File: src/rtl/bus_mux_arbiter.sv
// bus_mux_arbiter
//   N-channel, WIDTH-bit bus selector with a registered output word and a
//   valid/ready handshake. It replaces the old combinational 16:1 bus mux
//   and adds two ways of choosing the source channel:
//     mode 0 : direct select, where the control unit drives sel.
//     mode 1 : round-robin arbitration among requesting channels.
//   A new word is captured whenever the output slot is free, meaning it is
//   empty or being accepted this cycle, so there is no bubble under
//   continuous out_ready.
//
// Ports
//   clock     : system clock, rising edge.
//   resetn    : asynchronous active-low reset.
//   mode      : 0 = direct select, 1 = round-robin.
//   sel       : channel index for mode 0 (values >= N never capture).
//   req       : per-channel request; a channel is eligible only while set.
//   in_flat   : packed channel data; channel k at [k*WIDTH +: WIDTH].
//   out_ready : downstream accepts the held word.
//   out_valid : out_data/out_chan hold a captured word.
//   out_data  : captured channel data.
//   out_chan  : index of the captured channel.
//   grant     : one-cycle one-hot pulse naming the channel captured at the
//               last edge.
module bus_mux_arbiter #(
  parameter int WIDTH = 16,
  parameter int N     = 16,
  parameter int SEL_W = 4
) (
  input  logic               clock,
  input  logic               resetn,
  input  logic               mode,
  input  logic [SEL_W-1:0]   sel,
  input  logic [N-1:0]       req,
  input  logic [N*WIDTH-1:0] in_flat,
  input  logic               out_ready,
  output logic               out_valid,
  output logic [WIDTH-1:0]   out_data,
  output logic [SEL_W-1:0]   out_chan,
  output logic [N-1:0]       grant
);

  // Request and grant vectors are widened to the full sel range so that
  // any sel value indexes in range; the pad bits are always zero.
  localparam int NPAD = 1 << SEL_W;

  logic [SEL_W-1:0] ptr_p0;
  logic [NPAD-1:0]  req_ext;
  logic [NPAD-1:0]  onehot_ext;
  logic             slot_free;
  logic             dir_hit;
  logic             rr_hit;
  logic [SEL_W-1:0] rr_idx;
  logic             load;
  logic [SEL_W-1:0] load_idx;
  logic [WIDTH-1:0] load_data;

  // (base + off) mod N, for base < N and 0 <= off < N. The wrap is mod N,
  // not mod 2^SEL_W, so non-power-of-two channel counts rotate correctly.
  function automatic logic [SEL_W-1:0] wrap_add(input logic [SEL_W-1:0] base,
                                                input int off);
    int s;
    s = int'(base) + off;
    if (s >= N) s = s - N;
    return s[SEL_W-1:0];
  endfunction

  always_comb begin
    req_ext        = '0;
    req_ext[N-1:0] = req;
  end

  // Round-robin search from ptr upward. The loop runs from the farthest
  // offset down to zero so that the nearest requesting channel is the last
  // (and therefore winning) assignment.
  always_comb begin
    rr_hit = 1'b0;
    rr_idx = '0;
    for (int i = N - 1; i >= 0; i--) begin
      if (req_ext[wrap_add(ptr_p0, i)]) begin
        rr_hit = 1'b1;
        rr_idx = wrap_add(ptr_p0, i);
      end
    end
  end

  assign slot_free = !out_valid || out_ready;
  assign dir_hit   = (int'(sel) < N) && req_ext[sel];

  always_comb begin
    load       = mode ? rr_hit : dir_hit;
    load_idx   = mode ? rr_idx : sel;
    // load_idx is only consumed when load is set, and then it is below N.
    load_data  = in_flat[int'(load_idx)*WIDTH +: WIDTH];
    onehot_ext = '0;
    onehot_ext[load_idx] = 1'b1;
  end

  // ---- stage p0 -> output register ----
  always_ff @(posedge clock or negedge resetn) begin
    if (!resetn) begin
      out_valid <= 1'b0;
      out_data  <= '0;
      out_chan  <= '0;
      grant     <= '0;
      ptr_p0    <= '0;
    end else begin
      grant <= '0;
      if (slot_free) begin
        out_valid <= load;
        if (load) begin
          out_data <= load_data;
          out_chan <= load_idx;
          grant    <= onehot_ext[N-1:0];
        end
        if (mode && rr_hit) begin
          ptr_p0 <= wrap_add(rr_idx, 1);
        end
      end
    end
  end

endmodule
File: config.mk
export PLATFORM = sky130hd
export DESIGN_NAME = bus_mux_arbiter
export DESIGN_NICKNAME = d
export VERILOG_FILES = /design/src/rtl/bus_mux_arbiter.sv
export SDC_FILE = /design/constraint.sdc
export NUM_CORES = 1
export LEC_CHECK = 0
export ABC_AREA = 1
export CORE_ASPECT_RATIO = 0.5
export CORE_MARGIN = 2
export CORE_UTILIZATION = 38
export DETAILED_ROUTE_END_ITERATION = 7
export GPL_ROUTABILITY_DRIVEN = 0
export PLACE_DENSITY_LB_ADDON = 0.3
export SKIP_CTS_REPAIR_TIMING = 1
export SYNTH_ARGS = -nofsm -noshare
export SYNTH_HDL_FRONTEND = slang
export SYNTH_SLANG_ARGS = --single-unit
File: constraint.sdc
create_clock -name clock -period 3.2 [get_ports clock]
set_input_delay 0.32 -clock clock [delete_from_list [all_inputs] [get_ports clock]]
set_output_delay 0.32 -clock clock [all_outputs]
set_load 0.02 [all_outputs]
# Yosys cells after proc, flatten, opt, wreduce, memory -nomap -nowiden
# Cells that the tools add are included.
word_totals:
  ff_bits: 41
  latch_bits: 0
  ramBits: 0
  mem_bits_ro: 0
  inputBits: 280
  mem_count: 0
classes:
  n_addsub: 33
  n_mul: 0
  div_mod_pow: 0
  order_cmp: 36
  eq_ne: 0
  shifts: 1
  mux: 89
  bitwise_logic: 0
  reduce_logical: 6
ops:
  columns: ["op", "count"]
  rows:
  - ["indexed part select 256 x 9 -> 16 bit", 1]
  - ["two-way mux 4 bit", 34]
  - ["less-than comparator 4 x 5 -> 1 bit (second input constant)", 18]
  - ["greater-or-equal comparator 5 bit (second input constant)", 16]
  - ["binary-select mux 1 bit (select 4 bit)", 17]
  - ["subtractor 4 x 1 -> 4 bit (second input constant)", 17]
  - ["adder 4 x 4 -> 5 bit (second input constant)", 8]
  - ["two-way mux 1 bit", 35]
  - ["two-way mux 16 bit", 2]
  - ["adder 4 x 3 -> 5 bit (second input constant)", 4]
  - ["adder 4 x 1 -> 5 bit (second input constant)", 2]
  - ["adder 4 x 2 -> 5 bit (second input constant)", 2]
  - ["greater-or-equal comparator 4 x 5 -> 1 bit (second input constant)", 1]
  - ["demux 1 bit (select 4 bit)", 1]
  - ["greater-or-equal comparator 4 x 1 -> 1 bit (second input constant)", 1]
  - ["AND reduction 2 bit", 2]
  - ["logical AND 1 bit", 2]
  - ["zero test 1 bit", 1]
  - ["logical OR 1 bit", 1]

# Logic depth before layout (Yosys ltp)
depth:
  ltp_word: 28
  ltp_mapped: 38
  depth_no_buf: 34

# Least setup slack after synthesis
# Ideal clock, no wire load.
synth_path:
  path_kind: "register -> register"
  start: "register ptr_p0[1]"
  end: "register out_data[5]"
  setup_ns: 0.117
  t_arrival_ns: 3.455
  path_slack_ns: -0.373
  stages_incl_launch_ff: 36
  n_path_buf: 3
  period_less_slack_ns: 3.573
  path_cell_list: "dfrtp_1 inv_1 buf_2 ha_1 inv_1 buf_2 nand3_1 nand3_1 nand2_1 nand2_1 nand2_2 inv_2 nand2_1 o21ai_1 o21ai_0 nand3_1 nand2_1 nand2_1 nand2_1 nand2_1 nand2_1 nand2_1 nand2_1 nand2_1 nand2_1 nand2_1 nand2_1 nand2_1 nand2_1 nand2_2 buf_1 nand3_1 nand2_1 nor2_1 nor2_1 nor2_1"
synth_via:
  elab_chain_cells: 23
synth_lines:
  columns: ["element", "line", "text"]
  rows:
  - ["start, declared", "46", "logic [SEL_W-1:0] ptr_p0;"]
  - ["start signal, assigned", "116", "ptr_p0 <= wrap_add(rr_idx, 1);"]
  - ["adder 4 x 4 -> 5 bit", "62", "s = int'(base) + off;"]
  - ["subtractor 4 x 1 -> 4 bit or greater-or-equal comparator 5 bit (tied branches)", "63", "if (s >= N) s = s - N;"]
  - ["two-way mux 4 bit", "63", null]
  - ["binary-select mux 1 bit (select 4 bit)", "79", "if (req_ext[wrap_add(ptr_p0, i)]) begin"]
  - ["two-way mux 1 bit (implied by the code)", "79", null]
  - ["two-way mux 4 bit or two-way mux 1 bit (tied branches) (16 in a row)", "79", null]
  - ["two-way mux 4 bit or two-way mux 1 bit (tied branches)", "91, 90", null]
  - ["indexed part select 256 x 9 -> 16 bit or AND reduction 2 bit (tied branches)", null, null]
  - ["end signal, assigned", "111", "out_data <= load_data;"]
  - ["end, declared", "37", "output logic [WIDTH-1:0] out_data,"]
# Several ways; a longest one is shown, not always the timed one. The select of a mux whose other input is x is not followed.
# A chain may end at the register's enable or synchronous reset.

# Final worst setup path
layout_path:
  start: "register ptr_p0[0]"
  end: "register out_data[0]"
# The elaborated chain is that of the path after synthesis.

==> results.sh <==
export IMPL_status="finished with violations"
export IMPL_violations="negative setup slack"
export IMPL_end_kind="flop"
export IMPL_tightest_slew_ns=0.941
export IMPL_ys_types=33
export IMPL_fin_nets=1910
export IMPL_setup_slack_ns=-0.893
export IMPL_ys_seq_area_share_pct=16.5
export IMPL_worstSetupStartpointType="flop"
export IMPL_cts_sinks=41
export IMPL_path_clk_slew_ns=0.06
export IMPL_final_setup_tns_ns=-21.82
export IMPL_synth_seq_cells=41
export IMPL_cp_common_cell="nand2_1"
export IMPL_synth_edf_count=0
export IMPL_critPathCapture="out_data[0]$_DFFE_PN0P_"
export IMPL_wl_per_cell_um=18.1
export IMPL_grt_max_degree=68
export IMPL_min_path_type="input port to async pin"
export IMPL_period_share_pct=128
export IMPL_synth_largest_area_cell="nand2_1"
export IMPL_met1Wirelength_um=12200
export IMPL_worstPathMaxFanout=18
export IMPL_grt_pass1_vias=8807
export IMPL_worst_clock_skew_ns=0.00278
export IMPL_placementRows=32
export IMPL_drcViolationCount=0
export IMPL_grt_remaining_overflow=0
export IMPL_antenna_found_initial=0
export IMPL_holdWs_ns=0.179
export IMPL_async_reset_ff_share_pct=100
export IMPL_die_h_um=94.4
export IMPL_yosys_area_top_type_share_pct=36.0
export IMPL_syn_inst=1237
export IMPL_drt_iter0_drc=1289
export IMPL_cp_num_buf_inv=3
export IMPL_reg2reg_depth=31
export IMPL_hpwl_um=23400
export IMPL_coreArea_um2=15700
export IMPL_dr_wl_met2_um=16000
export IMPL_rr_endpoint="out_data[0]$_DFFE_PN0P_"
export IMPL_crit_required_ns=3.38
export IMPL_cp_arrival_ns=4.27
export IMPL_final_layout_size_suffix_gt1_share_pct=18.0
export IMPL_rr_startpoint="ptr_p0[0]$_DFFE_PN0P_"
export IMPL_vias=10300
export IMPL_pin_count=317
export IMPL_area_growth_pct=85.6
export IMPL_start_util_pct=39.6
export IMPL_grt_pass1_wl_um=43800
export IMPL_syn_avg_cell_area_um2=5.03
export IMPL_antenna_left=0
export IMPL_top_layer_used="met4"
export IMPL_crit_path_top_delay_cell="a21oi_1"
export IMPL_cts_inserted_buffers=5
export IMPL_pre_cts_slack_ns=-0.581
export IMPL_grtUsageTotal_pct=31.8
export IMPL_syn_nets=1524
export IMPL_dr_pass1_iters=7
export IMPL_hold_viol=0
export IMPL_cap_viol_max_count=0
export IMPL_cts_max_path_buffers=2
export IMPL_cts_max_level=2
export IMPL_r2r_slack_ns=-0.89
export IMPL_min_period_ns=4.09
export IMPL_synth_area_um2=6220
export IMPL_die_w_um=185
export IMPL_critPathLaunch="ptr_p0[0]$_DFFE_PN0P_"
export IMPL_cp_top_family="simple AND/OR/NAND/NOR gates"
export IMPL_yosysWarnings=0
export IMPL_port_buffers=316
export IMPL_setup_viol=37
export IMPL_vias_per_cell=5.57
export IMPL_cts_tree="yes"
export IMPL_cp_num_cells=31
export IMPL_final_max_slew_viol_count=0
export IMPL_synthFlopType="dfrtp_1"
export IMPL_diodes=0
export IMPL_path_class="flop to flop"
export IMPL_detail_route_wirelength_um=33300
export IMPL_dieArea_um2=17500
export IMPL_met3WireLength_um=3340
export IMPL_synthTopCellsByArea="nand2_1 (36%), nand3_1 (21%), dfrtp_1 (17%), nor2_1 (7.7%), a21oi_1 (2.7%)"
export IMPL_insertion_delay_ns=0.29
export IMPL_cp_slowest_stage_delay_ns=0.43
export IMPL_relSlewSlack_pct=37.3
export IMPL_cts_root_buf="clkbuf_16"
export IMPL_fillCellCount=1199
export IMPL_rsz0062_at_grt="true"
export IMPL_fmax_mhz=244
## sequential cells by signal, summed over array words and instances, names as in the netlist
signal,flops
grant,16
out_data,16
out_chan,4
ptr_p0,4
out_valid,1
## layer usage
layer  vias up  track usage, %
met5         -               0
met2       701            55.1
met3       191            6.63
met1      4647            39.3
li1       4736               -
met4         0            11.5
## per-stage QoR
step,utilization [%],cell area (µm²),instances
global route,73.5,11500,1845
global placement,65.9,10300,1813
finish,73.5,11500,1845
detailed placement,65.9,10300,1813
CTS,67.2,10500,1821
floorplan,-,6310,1237
## cell usage in the layout, fill, tap and decap left out, types with 31 or more instances in the layout
master	instances
nand3_1	224
nand3_2	33
nand2_2	45
nor2_1	110
clkdlybuf4s50_1	315
a21oi_1	33
nand2_1	545
dfrtp_1	41
buf_4	95
inv_1	31
## area by class of cell
type	count	area (µm²)	share of cell area (%)
clock inverters	3	68.8	0.597
repair buffers	447	4510	39.1
flip-flops and latches	41	1030	8.89
clock buffers	5	125	1.08
inverters	49	220	1.91
multi-input cells	1078	5300	46.0
well taps	221	277	2.40
repair inverters	1	11.3	0.0976
## cell usage after synthesis, drive strengths merged (2+ instances only)
| cell | number |
|---|---|
| nand3 | 264 |
| clkinv | 3 |
| dfrtp | 41 |
| ha | 7 |
| a21oi | 34 |
| nand4 | 3 |
| buf | 47 |
| nand2 | 601 |
| o21ai | 19 |
| clkbuf | 23 |
| xor2 | 7 |
| inv | 46 |
| nor2 | 130 |
| o221ai | 4 |
| o22ai | 2 |
## cells by family after synthesis
kind of cell / synth area share, %
simple gates: 66.5
buf+inv: 8.67
compound gates: 5.57
flops: 16.5
xor+xnor: 1.37
fa+ha+maj: 1.41
## how the worst min path moves through the flow
stage | from | endpoint | cells after the start
2_1_floorplan | resetn | grant[0]$_DFF_PN0_ | 0
3_3_place_gp | out_chan[2]$_DFFE_PN0P_ | out_chan[2]$_DFFE_PN0P_ | 2
3_5_place_dp | out_chan[3]$_DFFE_PN0P_ | out_chan[3]$_DFFE_PN0P_ | 2
4_1_cts | resetn | grant[2]$_DFF_PN0_ | 1
5_1_grt | resetn | grant[2]$_DFF_PN0_ | 1
6_report | resetn | grant[2]$_DFF_PN0_ | 1
Power is not shown: default switching activity piles up to over one toggle a cycle in this logic, so the estimate is an artifact.
